===== src/rtl/if_stage_pkg.sv =====
// Shared definitions for the instruction-fetch stage.
// Holds reset/ROM-enable polarities, default reset PC and bubble instruction,
// and the fetch FSM state encoding.
package if_stage_pkg;

  localparam logic RST_ENABLE    = 1'b1;
  localparam logic RST_DISABLE   = 1'b0;
  localparam logic ROMCE_ENABLE  = 1'b1;
  localparam logic ROMCE_DISABLE = 1'b0;

  localparam logic [31:0] DEF_NOP_INST = 32'h0000_0000;
  localparam logic [31:0] DEF_RESET_PC = 32'h0000_0000;

  typedef enum logic [1:0] {
    S_IDLE = 2'd0,
    S_RUN  = 2'd1,
    S_HALT = 2'd2
  } fetch_state_e;

  // True when a fetch address is not word aligned.
  function automatic logic is_misaligned(input logic [31:0] addr);
    return addr[1:0] != 2'b00;
  endfunction

endpackage


===== src/rtl/if_stage_pc_reg.sv =====
// Program counter for the fetch stage.
// Selects the next PC (flush > stall > branch > pending branch > PC+4), keeps a
// pending-branch register for branches that arrive while stalled, and flags a
// misaligned selected target.
// Ports:
//   clk, rst        : clock and synchronous active-high reset
//   advance         : PC/pending registers may update this edge
//   flush, flush_pc : redirect request and address
//   stall           : hold PC, remember any branch in the pending register
//   branch_flag     : taken branch/jump from ID, with branch_target
//   pc              : current PC
//   next_pc         : selected next PC (before the misalignment check)
//   misaligned      : next_pc is not word aligned
module if_stage_pc_reg
  import if_stage_pkg::*;
#(
  parameter logic [31:0] RESET_PC = DEF_RESET_PC
) (
  input  logic        clk,
  input  logic        rst,
  input  logic        advance,
  input  logic        flush,
  input  logic [31:0] flush_pc,
  input  logic        stall,
  input  logic        branch_flag,
  input  logic [31:0] branch_target,
  output logic [31:0] pc,
  output logic [31:0] next_pc,
  output logic        misaligned
);

  logic        pend_valid;
  logic [31:0] pend_target;

  always_comb begin
    if (flush) begin
      next_pc = flush_pc;
    end else if (stall) begin
      next_pc = pc;
    end else if (branch_flag) begin
      next_pc = branch_target;
    end else if (pend_valid) begin
      next_pc = pend_target;
    end else begin
      next_pc = pc + 32'd4;  // modulo 2^32, so 0xFFFF_FFFC wraps to 0
    end
  end

  assign misaligned = is_misaligned(next_pc);

  always_ff @(posedge clk) begin
    if (rst == RST_ENABLE) begin
      pc          <= RESET_PC;
      pend_valid  <= 1'b0;
      pend_target <= 32'h0;
    end else if (advance) begin
      // A misaligned target never reaches the PC; the old value is kept.
      if (!misaligned) begin
        pc <= next_pc;
      end
      if (flush) begin
        pend_valid <= 1'b0;
      end else if (stall) begin
        // Latest branch seen during the stall wins.
        if (branch_flag) begin
          pend_valid  <= 1'b1;
          pend_target <= branch_target;
        end
      end else begin
        pend_valid <= 1'b0;
      end
    end
  end

endmodule


===== src/rtl/if_stage.sv =====
// Instruction-fetch stage of the 5-stage MIPS pipeline.
// Drives the instruction ROM from the PC, captures the returned word into the
// IF/ID register and handles stall, branch/jump (with delay slot), flush and
// misaligned-target halting.
// Ports:
//   clk, rst                  : clock and synchronous active-high reset
//   stall                     : hold PC and IF/ID
//   flush, flush_pc           : redirect and bubble IF/ID
//   branch_flag, branch_target: taken branch/jump from ID
//   rom_ce, rom_addr, rom_data: ROM read port (rom_data is combinational)
//   id_pc, id_inst, id_valid  : IF/ID pipeline register
//   fetch_err, err_pc         : sticky misaligned-fetch flag and address
module if_stage
  import if_stage_pkg::*;
#(
  parameter logic [31:0] RESET_PC = DEF_RESET_PC,
  parameter logic [31:0] NOP_INST = DEF_NOP_INST
) (
  input  logic        clk,
  input  logic        rst,
  input  logic        stall,
  input  logic        flush,
  input  logic [31:0] flush_pc,
  input  logic        branch_flag,
  input  logic [31:0] branch_target,
  output logic        rom_ce,
  output logic [31:0] rom_addr,
  input  logic [31:0] rom_data,
  output logic [31:0] id_pc,
  output logic [31:0] id_inst,
  output logic        id_valid,
  output logic        fetch_err,
  output logic [31:0] err_pc
);

  fetch_state_e state;
  logic [31:0]  pc;
  logic [31:0]  next_pc;
  logic         misaligned;
  logic         advance;

  // In S_HALT only a flush may move the PC.
  assign advance  = (state == S_RUN) || ((state == S_HALT) && flush);
  assign rom_addr = pc;

  if_stage_pc_reg #(
    .RESET_PC(RESET_PC)
  ) u_pc_reg (
    .clk          (clk),
    .rst          (rst),
    .advance      (advance),
    .flush        (flush),
    .flush_pc     (flush_pc),
    .stall        (stall),
    .branch_flag  (branch_flag),
    .branch_target(branch_target),
    .pc           (pc),
    .next_pc      (next_pc),
    .misaligned   (misaligned)
  );

  // FSM plus IF/ID register; rom_ce tracks the next state so it is registered.
  always_ff @(posedge clk) begin
    if (rst == RST_ENABLE) begin
      state     <= S_IDLE;
      rom_ce    <= ROMCE_DISABLE;
      id_pc     <= 32'h0;
      id_inst   <= NOP_INST;
      id_valid  <= 1'b0;
      fetch_err <= 1'b0;
      err_pc    <= 32'h0;
    end else begin
      unique case (state)
        S_IDLE: begin
          state  <= S_RUN;
          rom_ce <= ROMCE_ENABLE;
        end
        S_RUN: begin
          if (misaligned) begin
            state     <= S_HALT;
            rom_ce    <= ROMCE_DISABLE;
            fetch_err <= 1'b1;
            err_pc    <= next_pc;
            id_inst   <= NOP_INST;
            id_valid  <= 1'b0;
          end else if (flush) begin
            id_inst  <= NOP_INST;
            id_valid <= 1'b0;
          end else if (!stall) begin
            // Delay-slot instruction is captured even when a branch is taken.
            id_pc    <= pc;
            id_inst  <= rom_data;
            id_valid <= 1'b1;
          end
        end
        S_HALT: begin
          id_inst  <= NOP_INST;
          id_valid <= 1'b0;
          if (flush) begin
            if (misaligned) begin
              fetch_err <= 1'b1;
              err_pc    <= next_pc;
            end else begin
              state     <= S_RUN;
              rom_ce    <= ROMCE_ENABLE;
              fetch_err <= 1'b0;
              err_pc    <= 32'h0;
            end
          end
        end
        default: begin
          state  <= S_IDLE;
          rom_ce <= ROMCE_DISABLE;
        end
      endcase
    end
  end

endmodule


===== config.mk =====
export PLATFORM = sky130hd
export DESIGN_NAME = if_stage
export DESIGN_NICKNAME = d
export VERILOG_FILES = /design/src/rtl/if_stage_pkg.sv /design/src/rtl/if_stage_pc_reg.sv /design/src/rtl/if_stage.sv
export SDC_FILE = /design/constraint.sdc
export NUM_CORES = 1
export LEC_CHECK = 0
export CAP_MARGIN = 20
export CORE_MARGIN = 3
export CORE_UTILIZATION = 47
export DETAILED_ROUTE_END_ITERATION = 10
export PLACE_DENSITY_LB_ADDON = 0.15
export SLEW_MARGIN = 20
export SYNTH_ARGS = -nofsm -noshare
export SYNTH_HDL_FRONTEND = slang
export SYNTH_SLANG_ARGS = --single-unit

===== constraint.sdc =====
create_clock -name clk -period 3.2 [get_ports clk]
set_clock_uncertainty 0.15 [all_clocks]
set_input_delay 0.32 -clock clk [delete_from_list [all_inputs] [get_ports clk]]
set_output_delay 0.32 -clock clk [all_outputs]
set_load 0.05 [all_outputs]

==> After elaboration in Yosys (flattened, before gate mapping) <==
Cells that the tools add are included.
{ "op_classes": {"eq_ne": 7, "n_bitwise": 3, "add_sub_neg": 1, "n_mux": 31, "n_reduce_logical": 12} }
{ "ops": {"columns": ["cell", "count"], "rows": [
  ["32-bit two-way mux", 10],
  ["32-bit one-hot mux with 2 select lines", 2],
  ["32-bit by 3-bit adder with 32-bit output, second input constant", 1],
  ["1-bit two-way mux", 12],
  ["4-bit AND reduction", 2],
  ["2-bit two-way mux", 3],
  ["2-bit != test, second input constant", 3],
  ["2-bit one-hot mux with 3 select lines", 1],
  ["2-bit AND reduction", 3],
  ["3-bit AND reduction", 2],
  ["4-bit != test, second input constant", 1],
  ["1-bit one-hot mux with 2 select lines", 2],
  ["2-bit nonzero test", 2],
  ["3-bit by 1-bit != test with 1-bit output, second input constant", 1],
  ["1-bit inverter", 3],
  ["1-bit one-hot mux with 3 select lines", 1],
  ["2-bit by 1-bit == test with 1-bit output, second input constant", 1],
  ["2-bit == test, second input constant", 1],
  ["2-bit logical NOT", 1],
  ["1-bit logical AND", 1],
  ["1-bit logical OR", 1]
]} }
{ "word_totals": {"output_inout_bits": 131, "regBits": 166, "word_cells": 64} }

==> Longest topological paths before layout <==
{ "logic_depth": {"ltp_word": 9, "ltp_mapped": 10} }

==> Modules after synthesis <==
A second synthesis with hierarchy kept.
{ "hier_totals": {"cells_unflattened": 1085, "hier_area_um2": 8782.2} }
{ "by_module_without_submodules": {"columns": ["mod", "instances", "area_each_um2", "cells_each", "seq_area_each_um2"], "rows": [
  ["if_stage_pc_reg", 1, 4753.3, 652, 1301.2],
  ["if_stage", 1, 4028.9, 433, 2001.9]
]} }

==> Least setup slack after synthesis <==
Ideal clock, no wire load.
{ "synth_path": {"path_kind": "register to register", "startpoint": "register u_pc_reg.pc[8]", "endpoint": "register err_pc[29]", "arrival_ps": 2513, "setup_time_ps": 72, "path_buffers": 2, "path_slack_ps": 465, "path_stages_with_launch": 9, "synth_period_minus_slack_ps": 2735, "cell_sequence": "dfxtp_1 buf_2 nand3_2 or4_1 clkbuf_2 or4_1 a21oi_1 o221ai_1 o2bb2ai_1"} }
{ "synth_via": {"elab_chain_len": 8, "word_cells_on_any_way": 9} }
{ "synth_lines": {"columns": ["item", "line_no", "rtl"], "rows": [
  ["start: declaration", "if_stage_pc_reg.sv:27", "output logic [31:0] pc,"],
  ["start signal: assignment", "if_stage_pc_reg.sv:59", "pc <= next_pc;"],
  ["32-bit by 3-bit adder with 32-bit output (*)", "if_stage_pc_reg.sv:45", "next_pc = pc + 32'd4;"],
  ["32-bit two-way mux (*)", "if_stage_pc_reg.sv:42", "end else if (pend_valid) begin"],
  ["32-bit two-way mux (*)", "if_stage_pc_reg.sv:40", "end else if (branch_flag) begin"],
  ["32-bit two-way mux (*)", "if_stage_pc_reg.sv:38", "end else if (stall) begin"],
  ["32-bit two-way mux (*)", "if_stage_pc_reg.sv:36", "if (flush) begin"],
  ["32-bit two-way mux", "if_stage.sv:100", "if (misaligned) begin"],
  ["32-bit two-way mux", "if_stage.sv:99", "if (flush) begin"],
  ["32-bit one-hot mux with 2 select lines (*)", "if_stage.sv:73", "unique case (state)"],
  ["end signal: assignment", "if_stage.sv:83", "err_pc <= next_pc;"],
  ["end signal: assignment", "if_stage.sv:102", "err_pc <= next_pc;"],
  ["end: declaration", "if_stage.sv:33", "output logic [31:0] err_pc"]
]} }
Every way passes the cells marked *; elsewhere a longest branch is shown, timed or not. The select of a mux whose other input is x is not followed.
A chain may end at the register's enable or synchronous reset.

==> Worst setup path in the final report <==
{ "layout_path": {"startpoint": "register u_pc_reg.pc[2]", "endpoint": "register err_pc[22]"} }
Same word-level chain as after synthesis.

==> results.txt <==
The run finished with clean final reports. The remaining design rule violation count is 0. The iteration count of the initial detailed-routing pass came out at 7. The antenna diode instance count came out at 0.

Summed over all instances, the cell type with the most area after synthesis is sky130_fd_sc_hd__dfxtp_1. For this run, the top clock speed supported by timing is 344 MHz. The insertion delay to the later sink of the worst-skew pair is around 430 ps. The number of distinct library cells after synthesis came out at 61.

The critical path launch point is u_pc_reg.pc[2]. Buffers inserted to repair hold after CTS numbered 0. The maximum fanout along the worst path came out at 8. TritonCTS built the clock tree. The worst stage delay on the critical path is between 500 and 600 ps. The clock passes through at most 2 buffers. Setup violations remaining at the end of the flow were counted as 0. In this run the mean area of a mapped cell was around 8 µm². The worst setup path is launched from a flop. The overall global routing resource usage came out at a little under a third. The count of cell instances traversed by the critical path is 7. The area of the core came out at approximately 15000 µm². The count of flip-flops with a built-in enable after synthesis came out at 0.

The width of the die came out at around 130 µm. The worst-case vdd ir drop is approximately 0.42 mV. Gates resized during post-CTS repair numbered 0.

The min-delay analysis places its worst path in the category input port to flop. The data required time at the worst endpoint came out at 3420 ps. The total setup buffers inserted after CTS came out at 0.

The worst path needs around 2900 ps of the cycle, external delays included. By startpoint and endpoint, the worst setup path is classified as flop to flop. The async set-or-reset flop fraction in the synthesized netlist came out at 0%. The largest net degree at the start of global routing came out at 56. The startpoint identified for the worst hold timing path is stall. The warning count from the yosys run came out at 0.

The number of nets in the final layout is between 1000 and 1500. In this run the vertical extent of the chip is about 130 µm. The number of flip-flops and latches in the synthesized netlist is approximately 170. Once detail routing completed, the nets flagged for antenna violations numbered 0. The number of instances in the synthesized netlist came out at 949.

The normalized max-slew margin came out at a little under half. For this design, the slowest cell found on the critical path is sky130_fd_sc_hd__dfxtp_1. The number of design-rule violations left by the first detailed-router iteration is 1001. Relative to the synthesized area, the layout overhead comes to 41.7%. The global-route wire length before repair came out at about 42 mm.

The count of fill cells added during filler insertion is 1289. The worst reg-to-reg path cell count is 7. The static power due to leakage came out at between 3 and 4 nW. For flop-to-flop paths, the worst setup slack is around 290 ps. The final cell count without fillers came out at around 1400.

The number of antenna violations at the first check in global routing was 1. The final setup TNS is 0 ps. The hold violation total from the final report was 0. Port buffering added between 200 and 250 buffers.

The capture point of the worst reg-to-reg path is err_pc[22]. The post-DP HPWL is 19.4 mm. Setup repair after global routing left no endpoint under its margin. The number of max-slew violations in the final report is 0. The row count came out at 45. The worst setup path is captured at a flop. For this design the top-level I/O count stands at roughly 230. The share of Yosys cell area claimed by the top area cell type is between 40% and 50%. In the routed layout, each cell is associated on average with a via count of 5.91. Among all flip-flop cells after synthesis, the most frequent one is sky130_fd_sc_hd__dfxtp_1.

After global routing the overflow that remains totals 0. Traced cell by cell, the critical path runs through ha_1, and4_1, nand4b_1, nor4_1, mux2_2, o2111ai_1, a32o_1. The capturing element of the worst setup path is err_pc[22]. Sorting the synthesized cells by area gives the leading types as sky130_fd_sc_hd__dfxtp_1 (44%), sky130_fd_sc_hd__nand2_1 (9.7%), sky130_fd_sc_hd__a21oi_1 (8.4%).

The clock sink count is approximately 170. In this run the critical register-to-register path is launched from u_pc_reg.pc[2]. The transition at the pin with the smallest max-transition slack is slightly above 800 ps. The number of nets in the synthesized netlist came out at around 1100. The total CTS buffers came out at 17. The arrival time of data at the critical path endpoint is ~3100 ps. The H-tree was split into 4 levels. The average routed wire per standard cell is 19.7 µm. The floorplan step defined a die boundary enclosing between 15000 and 20000 µm².

The cell depth of the worst min-delay path is 4. After clock tree synthesis, the clock-pin slew on the worst setup and hold paths is 70 ps. The power per unit of standard cell area came out at 553 nW/µm². The number of global-route vias before repair is between 7000 and 8000. The total length of routed wires is 27.1 mm. The congestion estimate from routability-driven global placement came to just under 1. The number of buffer and inverter stages on the critical path is 0. In the final layout, the share of cells above drive strength 1 is between 8 and 9%.

The starting density of the core is about half. The number of placed instances, taps included, is roughly 1300. The total of max-cap violations is 0. After synthesis the cells add up to about 7600 µm².

In this run the clock root is driven by a sky130_fd_sc_hd__clkbuf_16. Grouping stages by cell kind, the critical path spends the most delay in simple AND/OR/NAND/NOR gates. Sequential elements use 43.6% of the synthesized area. After layout, the worst path uses 91.0% of the clock period. The number of vias in the routed layout is 8133.
Yosys cell counts (all sizes together), types with 11 or more instances:
library cell / count
buf: 15
clkbuf: 68
o2bb2ai: 13
a22o: 41
o21ai: 43
a211oi: 12
nor3: 12
a21oi: 127
nand2: 196
inv: 14
and3: 15
nand3b: 11
nor2: 44
dfxtp: 165
nand3: 28
sequential cells by signal, summed over array words and instances (netlist names):
signal                cells
id_pc                    32
err_pc                   32
u_pc_reg.pend_target     32
fetch_err                 1
u_pc_reg.pend_valid       1
u_pc_reg.pc              32
id_inst                  32
id_valid                  1
state                     2
layer usage:
layer	GRT usage (%)	share of wire, %	vias up
met5	0	0.048	-
met3	8.59	10	69
met1	38.4	40	3789
met4	10.6	3.2	2
li1	-	-	3810
met2	48.4	47	463
final cells by class:
class                      instances  area [µm²]  area share, %
multi-input combinational        686        3920           36.5
sequential                       165        3300           30.8
timing repair buffer             267        2570           24.0
clock buffer                      18         439           4.09
tap                              211         264           2.46
clock inverter                    14         175           1.63
inverter                          15        56.3          0.525
kinds of logic after synthesis:
kind of cell               after synthesis  synth area share, %
and+or+nand+nor                        359                 22.0
buffers and inverters                   98                 5.06
xor gates and xnor gates                10                 1.16
AOI/OAI and AO/OA                      307                 26.6
DFF                                    165                 43.6
muxes                                    6                0.859
adders and majority gates                4                0.661
placed cells by master, fill, tap and decap left out, drive strengths merged, types with 11 or more instances in the layout:
master         instances
a21oi                127
a211oi                12
clkdlybuf4s50        228
nand3                 28
clkbuf                18
dfxtp                165
nor2                  44
inv                   17
buf                   39
and3                  15
nand2                196
o2bb2ai               13
a22o                  41
nand3b                11
nor3                  12
o21ai                 43
worst min-delay path by stage:
stage / slack, ps / end
after global routing: 270 / err_pc[18]
after detailed placement: 290 / u_pc_reg.pend_target[11]
after floorplan: 280 / u_pc_reg.pend_target[5]
final: 240 / err_pc[18]
after global placement: 290 / u_pc_reg.pend_target[13]
after CTS: 240 / err_pc[18]
stage by stage:
stage               setup slack (ps)  utilization (%)  hold slack, ps  area, µm²  total power [mW]
finish                           289             69.3             238      10700              5.93
global placement                 230             65.3             289      10100              3.83
CTS                              372             69.3             240      10700              5.94
floorplan                        465                -             281       7570              3.23
global route                     161             69.3             270      10700              6.14
detailed placement               125             65.3             294      10100              3.85
tightest hold or removal path: stages:
cell,delay [ps]
sky130_fd_sc_hd__buf_2,180
sky130_fd_sc_hd__nand3b_1,90
sky130_fd_sc_hd__o221ai_1,100
sky130_fd_sc_hd__o2bb2ai_1,80
power by group:
part           internal (mW)  switching [mW]  leakage (nW)  total [mW]
Sequential              2.18           0.148          1.34        2.33
Combinational          0.540           0.960          2.14        1.50
Clock                   1.20           0.905         0.302        2.10
Total                   3.91            2.01          3.77        5.93
Note: power is estimated with default switching activity, not from simulation.
